### src/rtl/pm_pkg.sv
// Shared types and default sizes for the loadable program memory.
package pm_pkg;

  localparam int PM_INSTR_W = 16;
  localparam int PM_DEPTH   = 128;

  typedef enum logic [1:0] {
    EMPTY   = 2'd0,
    LOADING = 2'd1,
    READY   = 2'd2,
    HALTED  = 2'd3
  } pm_state_t;

endpackage

### src/rtl/pm_storage.sv
// Instruction array: one write port, one registered read port.
// Contents are deliberately not reset.
module pm_storage #(
  parameter int INSTR_W = 16,
  parameter int DEPTH   = 128,
  parameter int ADDR_W  = $clog2(DEPTH)
) (
  input  logic               clk,
  input  logic               we,
  input  logic [ADDR_W-1:0]  waddr,
  input  logic [INSTR_W-1:0] wdata,
  input  logic               re,
  input  logic [ADDR_W-1:0]  raddr,
  output logic [INSTR_W-1:0] rdata
);

  logic [INSTR_W-1:0] mem [DEPTH];

  // Synchronous write and synchronous registered read.
  always_ff @(posedge clk) begin
    if (we) mem[waddr] <= wdata;
    if (re) rdata <= mem[raddr];
  end

endmodule

### src/rtl/program_memory_ctrl.sv
// Loadable instruction store with a one-cycle fetch port.
//
//   state   | meaning
//   --------+-----------------------------------------------
//   EMPTY   | nothing loaded since reset
//   LOADING | words streaming in at wptr
//   READY   | fetches accepted
//   HALTED  | a stop-bit word was fetched; waiting for restart
module program_memory_ctrl
  import pm_pkg::*;
#(
  parameter int INSTR_W  = PM_INSTR_W,
  parameter int DEPTH    = PM_DEPTH,
  parameter int ADDR_W   = $clog2(DEPTH),
  parameter int STOP_BIT = 0
) (
  input  logic               clk,
  input  logic               rst_n,
  input  logic               load_en,
  input  logic               load_we,
  input  logic [INSTR_W-1:0] load_data,
  input  logic               load_done,
  output logic               load_ovf,
  input  logic               fetch_req,
  input  logic [ADDR_W-1:0]  fetch_addr,
  output logic               fetch_valid,
  output logic [INSTR_W-1:0] fetch_data,
  output logic               fetch_last,
  output logic               fetch_err,
  output logic [ADDR_W:0]    prog_len,
  output logic               ready,
  output logic               halted,
  input  logic               restart
);

  localparam logic [ADDR_W:0] DEPTH_L = (ADDR_W+1)'(DEPTH);

  pm_state_t          state;
  logic [ADDR_W:0]    wptr;
  logic               resp_valid;
  logic               resp_err;
  logic [INSTR_W-1:0] rd_data;

  logic wr_full;
  logic wr_en;
  logic in_range;
  logic halt_now;
  logic fetch_acc;
  logic rd_en;

  assign wr_full   = (wptr == DEPTH_L);
  assign wr_en     = (state == LOADING) && !load_en && load_we && !wr_full;
  assign in_range  = ({1'b0, fetch_addr} < prog_len);
  // A stop-bit response blocks any request in the same cycle.
  assign halt_now  = resp_valid && fetch_last;
  assign fetch_acc = (state == READY) && fetch_req && !load_en && !halt_now;
  assign rd_en     = fetch_acc && in_range;

  // The read register holds stale data between responses, so gate it.
  assign fetch_valid = resp_valid;
  assign fetch_err   = resp_err;
  assign fetch_data  = (resp_valid && !resp_err) ? rd_data : '0;
  assign fetch_last  = fetch_data[STOP_BIT];
  assign ready       = (state == READY);
  assign halted      = (state == HALTED);

  pm_storage #(
    .INSTR_W (INSTR_W),
    .DEPTH   (DEPTH),
    .ADDR_W  (ADDR_W)
  ) u_storage (
    .clk   (clk),
    .we    (wr_en),
    .waddr (wptr[ADDR_W-1:0]),
    .wdata (load_data),
    .re    (rd_en),
    .raddr (fetch_addr),
    .rdata (rd_data)
  );

  // State machine, write pointer, length tracking and fetch response flags.
  always_ff @(posedge clk or negedge rst_n) begin
    if (!rst_n) begin
      state      <= EMPTY;
      wptr       <= '0;
      prog_len   <= '0;
      load_ovf   <= 1'b0;
      resp_valid <= 1'b0;
      resp_err   <= 1'b0;
    end else begin
      resp_valid <= fetch_acc;
      resp_err   <= fetch_acc && !in_range;
      if (load_en) begin
        state    <= LOADING;
        wptr     <= '0;
        prog_len <= '0;
        load_ovf <= 1'b0;
      end else begin
        case (state)
          LOADING: begin
            if (load_we) begin
              if (wr_full) load_ovf <= 1'b1;
              else         wptr     <= wptr + 1'b1;
            end
            if (load_done) begin
              prog_len <= wptr + {{ADDR_W{1'b0}}, wr_en};
              state    <= READY;
            end
          end
          READY:   if (halt_now) state <= HALTED;
          HALTED:  if (restart)  state <= READY;
          default: ;
        endcase
      end
    end
  end

endmodule
### config.mk
export PLATFORM = sky130hd
export DESIGN_NAME = program_memory_ctrl
export DESIGN_NICKNAME = d
export VERILOG_FILES = /design/src/rtl/pm_pkg.sv /design/src/rtl/pm_storage.sv /design/src/rtl/program_memory_ctrl.sv
export SDC_FILE = /design/constraint.sdc
export NUM_CORES = 2
export LEC_CHECK = 0
export BUFFER_PORTS_ARGS = -buffer_cell sky130_fd_sc_hd__buf_2
export CAP_MARGIN = 0
export CORE_MARGIN = 2
export CORE_UTILIZATION = 45
export DETAILED_ROUTE_END_ITERATION = 7
export GPL_TIMING_DRIVEN = 0
export PLACE_DENSITY_LB_ADDON = 0.1
export SETUP_SLACK_MARGIN = 0.5
export SYNTH_ARGS = -nofsm -noshare
export SYNTH_HDL_FRONTEND = slang
export SYNTH_SLANG_ARGS = --single-unit
### constraint.sdc
create_clock -name clk -period 3.2 [get_ports clk]
set_clock_uncertainty 0.2 [all_clocks]
set_input_delay 0.16 -clock clk [delete_from_list [all_inputs] [get_ports clk]]
set_output_delay 0.16 -clock clk [all_outputs]
set_load 0.005 [all_outputs]
Yosys cells after proc, flatten, opt, wreduce, memory -nomap -nowiden --
Memories as Yosys holds them, arrays and structs flattened. A register that Yosys moved wholly into a read port is not among the register bits. Cells that the tools add are included.
Storage, ports and cells: word-level logic and storage cells 61, memories kept 1, input bits 30, bits in writable memories 2048, flip-flop bits (word level) 21, output and inout port bits 30
Cells by class: multiplexer cells 19, reduce and logical (&&, ||, !) cells 24, $add $sub $neg 2, eq/ne operators 8, $lt $le $gt $ge 1
Memory list:
- u_storage.mem | depth 128, bits a word 16, rd ports 1, clocked after Yosys merged registers in 1, wr ports 1, RTL line pm_storage.sv:17 | logic [INSTR_W-1:0] mem [DEPTH];
Operator list (count):
- $mux 8 | 7
- $mux 16 | 1
- $logic_and 1x1->1 | 10
- $add 8x1->8 | 1
- $add 8x1->8 const B | 1
- $eq 8x8->1 const B | 1
- $lt 7x8->1 | 1
- $mux 2 | 4
- $reduce_bool 2->1 | 4
- $mux 1 | 6
- $ne 3x2->1 const B | 2
- $pmux 2 s3 | 1
- $reduce_and 3->1 | 2
- $logic_not 1->1 | 5
- $eq 2x2->1 const B | 2
- $reduce_and 4->1 | 1
- $reduce_bool 4->1 | 1
- $ne 3x3->1 const B | 1
- $eq 2x1->1 const B | 1
- $ne 2x2->1 const B | 1
- $reduce_and 2->1 | 1

Longest topological paths before layout --
word-level depth 8, depth in mapped cells 11, gate-level depth less buffers 11

Modules after synthesis --
Synthesis repeated with hierarchy kept, for this count alone.
Unflattened totals: cell total of the unflattened synthesis 3235, area, all modules 80131.9 µm²
By module, submodules not included:
- pm_storage | cells each 3086, instances 1, sequential area each 61979.4 µm², area an instance 78683.0 µm²
- program_memory_ctrl | cells each 149, instances 1, sequential area each 525.5 µm², area an instance 1448.9 µm²

Least setup slack after synthesis --
No wires, ideal clock.
kind reg-to-reg, start reg wptr[5], end mem u_storage.mem[95][0] (enable), stages on the path, launching flop included 10, path buffers 3, data arrival time 2474 ps, library setup time 389 ps, data required time 2611 ps, slack 138 ps, clock period less this slack 3062 ps, cells stage by stage dfrtp_1 -> clkbuf_1 -> or4_1 -> clkbuf_1 -> nor3_1 -> nand2b_1 -> nor3_1 -> nand2_1 -> buf_2 -> nor2_1
Between the ends: cells in the longest elaborated chain, start to end 5
RTL lines:
- start: declaration | RTL line program_memory_ctrl.sv:39 | logic [ADDR_W:0] wptr;
- start signal: assignment | RTL line program_memory_ctrl.sv:103 | else wptr <= wptr + 1'b1;
- $eq 8x8->1 | RTL line program_memory_ctrl.sv:51 | assign wr_full = (wptr == DEPTH_L);
- $logic_not 1->1 | RTL line program_memory_ctrl.sv:52 | assign wr_en = (state == LOADING) && !load_en && load_we && !wr_full;
- $logic_and 1x1->1 | RTL line program_memory_ctrl.sv:52
- $mux 1 | RTL line pm_storage.sv:21 | if (we) mem[waddr] <= wdata;
- $mux 1 (implied by the code) | RTL line pm_storage.sv:21
- end: declaration | RTL line pm_storage.sv:17
Several ways; a longest one is shown, not always the timed one.

==> metrics.cfg <==
[run_status]
status=complete, no violations

[routing]
ant_nets=0
wl_met2_um=113000
remaining_drc_errors=0
viasPerCell=5.99
wl_met1_um=102000
dr_wl_met3_um=16700
drt_iter0_markers=5898
top_layer=met4
routed_wirelength_um=241000
via_count=43100
wl_per_cell_um=33.5
first_pass_iters=5

[die]
row_count=155
start_util_pct=45.2
io-pin-count=60
die_area_sq_mm=0.182
die_y_um=426
core_sq_mm=0.178
die_x_um=426

[worst_hold_path]
min_from=load_data[3]
holdCritPathClass=in2reg

[synth]
post_synth_num_cell_types=43
synth_edf_count=2064
avgSynthCellArea_sq_um=20.6
ys_warn_count=0
yosysSeqAreaShare_pct=77.8
synthArstFlopShare_pct=1.01
netlist_area_sq_mm=0.0803
synth_nets=3947
ys_seq_elements=2085
ys.flop_type=edfxtp_1
postSynthCellCount=3907

[placed_design]
gp_congestion=0.946
placed_cells=6444
portBuffers=57
dp_hpwl_um=147000
place_area_sq_mm=0.0860

[clock_tree]
cts_buffers=210
htreeDepth=4
insertion_delay_ns=0.86
cts_tree=done
clk_pin_slew_ns=0.06
root_buffer=clkbuf_16
clockBufferDepth=3
cts_sinks=2085

[timing]
max_freq_mhz=330
holdWs_ns=0.0736
slew_viol_final=0
finalSetupViolCount=0
period_needed_ns=3.03
worst_slew_pin_slew_ns=1.26
fin_setup_tns_ns=0
hold_violations=0
maxSlewHeadroom_pct=16.0
grt_setup_unrepaired=true
fin_crit_sh_pct=94.7

[finish]
area_growth_pct=25.5
drive_gt1_share_pct=32.8
register_area_sq_mm=0.0625
layout.nets=4694
final_area_sq_mm=0.101
fill_cells=13200
final_common_cell=edfxtp_1
layout_common_cells=edfxtp_1 (2064), mux2i_1 (401), mux4_2 (336)
final_util_pct=56.7
multi_input_area_sq_mm=0.0186
final_cells=7193

[critical_path]
critPathArrivalTime_ns=3.40
cp-start-kind=register
timing.rr.start=u_storage.mem[46][13]
cp_max_fo=1
path_class=reg2reg
cp-startpoint=u_storage.mem[46][13]
cp.required_ns=3.57
worstSetupEndpointType=register

[power]
pwr-share-comb_pct=5.5
pwr-share-clk_pct=42.0
power.density_mw_per_mm2=568
cell_internal_pwr_mw=44.8
p_leak_nw=33.3
p_seq_share_pct=52.5
sw_frac_of_total_pct=21.8
max-vdd-ir-drop_mv=0.414
p_sw_mw=12.5

[grt]
grt_max_degree=117
grt_pass1_wl_um=321000
grt_pass1_vias=41200
grt_antenna_before_repair=5
grt_use_total_pct=25.4
grt_overflow=0

[run]
drv_cap=0

-- stage by stage --
stage	setup slack [ns]	power, mW
6_report	0.169	57.2
5_1_grt	0.183	58.7
4_1_cts	0.233	57.4
3_5_place_dp	-1.99	33.4
3_3_place_gp	-1.96	33.4
2_1_floorplan	0.301	31.9
-- worst max-delay path, stage by stage (launching register included) --
cell and delay (ns):
edfxtp_1 0.38, mux4_2 0.52, mux4_2 0.55, inv_1 0.09, o22ai_1 0.33, or4_4 0.69
-- power groups by stage --
stage / Clock (mW) / Combinational [mW] / Sequential (mW)
global route: 25.4 / 3.30 / 30.0
floorplan: 0 / 1.30 / 30.6
CTS: 24.3 / 3.03 / 30.0
detailed placement: 0 / 2.80 / 30.6
global placement: 0 / 2.69 / 30.7
finish: 24.0 / 3.18 / 30.0
-- what timing repair did --
action                                   CTS  global route
hold buffers                              32             0
endpoints found under the setup margin  2104          2066
pin swaps                                 43           113
hold endpoints to repair                2100             0
buffers inserted                         105           126
cloned                                    21            69
gates resized for setup                  360           447
-- layout make-up --
| type | count | area share, % |
|---|---|---|
| repair buffers | 535 | 8.35 |
| well taps | 2355 | 2.92 |
| inverters | 28 | 0.107 |
| flip-flops and latches | 2085 | 62.0 |
| diodes | 4 | 0.00993 |
| plain buffers | 224 | 1.51 |
| multi-input cells | 1570 | 18.5 |
| clock inverters | 124 | 1.07 |
| clock buffers | 268 | 5.52 |
-- layer usage --
layer	GRT usage, %	vias to the layer above
met3	3.66	355
li1	-	17800
met1	37.0	23100
met4	9.22	0
met5	0.291	-
met2	39.2	1802
-- flip-flops by register name (all words and copies together) (netlist names) --
register	flops
prog_len	8
fetch_err	1
fetch_valid	1
u_storage.rdata	16
state	2
load_ovf	1
u_storage.mem	2048
wptr	8
-- path summary, 6_finish.rpt --
kind / endpoint / slack (ns) / cells past startpoint
worst min-delay path: u_storage.mem[64][3] / 0.07 / 2
worst max-delay path: u_storage.rdata[13] / 0.17 / 5
worst min register to register: prog_len[0] / 0.35 / 1
min in group asynchronous: fetch_err / 0.40 / 3
worst max register to register: u_storage.rdata[13] / 0.17 / 5
max in group asynchronous: wptr[0] / 1.71 / 3
-- synth_stat cells, types with 4 or more instances --
master       n  area share (%)
a22oi_1    192             1.8
clkbuf_1   107            0.50
nand4_1     20            0.16
xnor2_1      4           0.044
a22o_1      24            0.26
mux2i_1    401             5.0
inv_1       28            0.13
a221oi_1    48            0.52
mux2_2      16            0.22
and2_1      19            0.15
dfrtp_1     21            0.65
nor3_1       7           0.044
o21ai_0      4           0.025
buf_1       33            0.15
a311oi_1    16            0.17
edfxtp_1  2064              77
nand2_1     91            0.43
buf_4        6           0.056
a21oi_1     55            0.34
or4_1       17            0.16
nand3_1     73            0.45
buf_6        9            0.13
o22ai_1     16            0.12
ha_1        10            0.16
nor2_1     165            0.77
buf_2       69            0.43
xor2_1       7           0.076
mux4_2     336             9.4
nor2b_1     13            0.10
a41oi_1     16            0.17
-- cell families after synthesis --
group                      count (synthesis)  share of synthesized area (%)
AOI/OAI and AO/OA                        377                           3.48
xor gates and xnor gates                  11                          0.120
adders and majority gates                 10                          0.156
buffers and inverters                    252                           1.40
DFF                                     2085                           77.8
muxes                                    753                           14.6
and+or+nand+nor                          419                           2.37
Power figures use the tool's default switching activity.
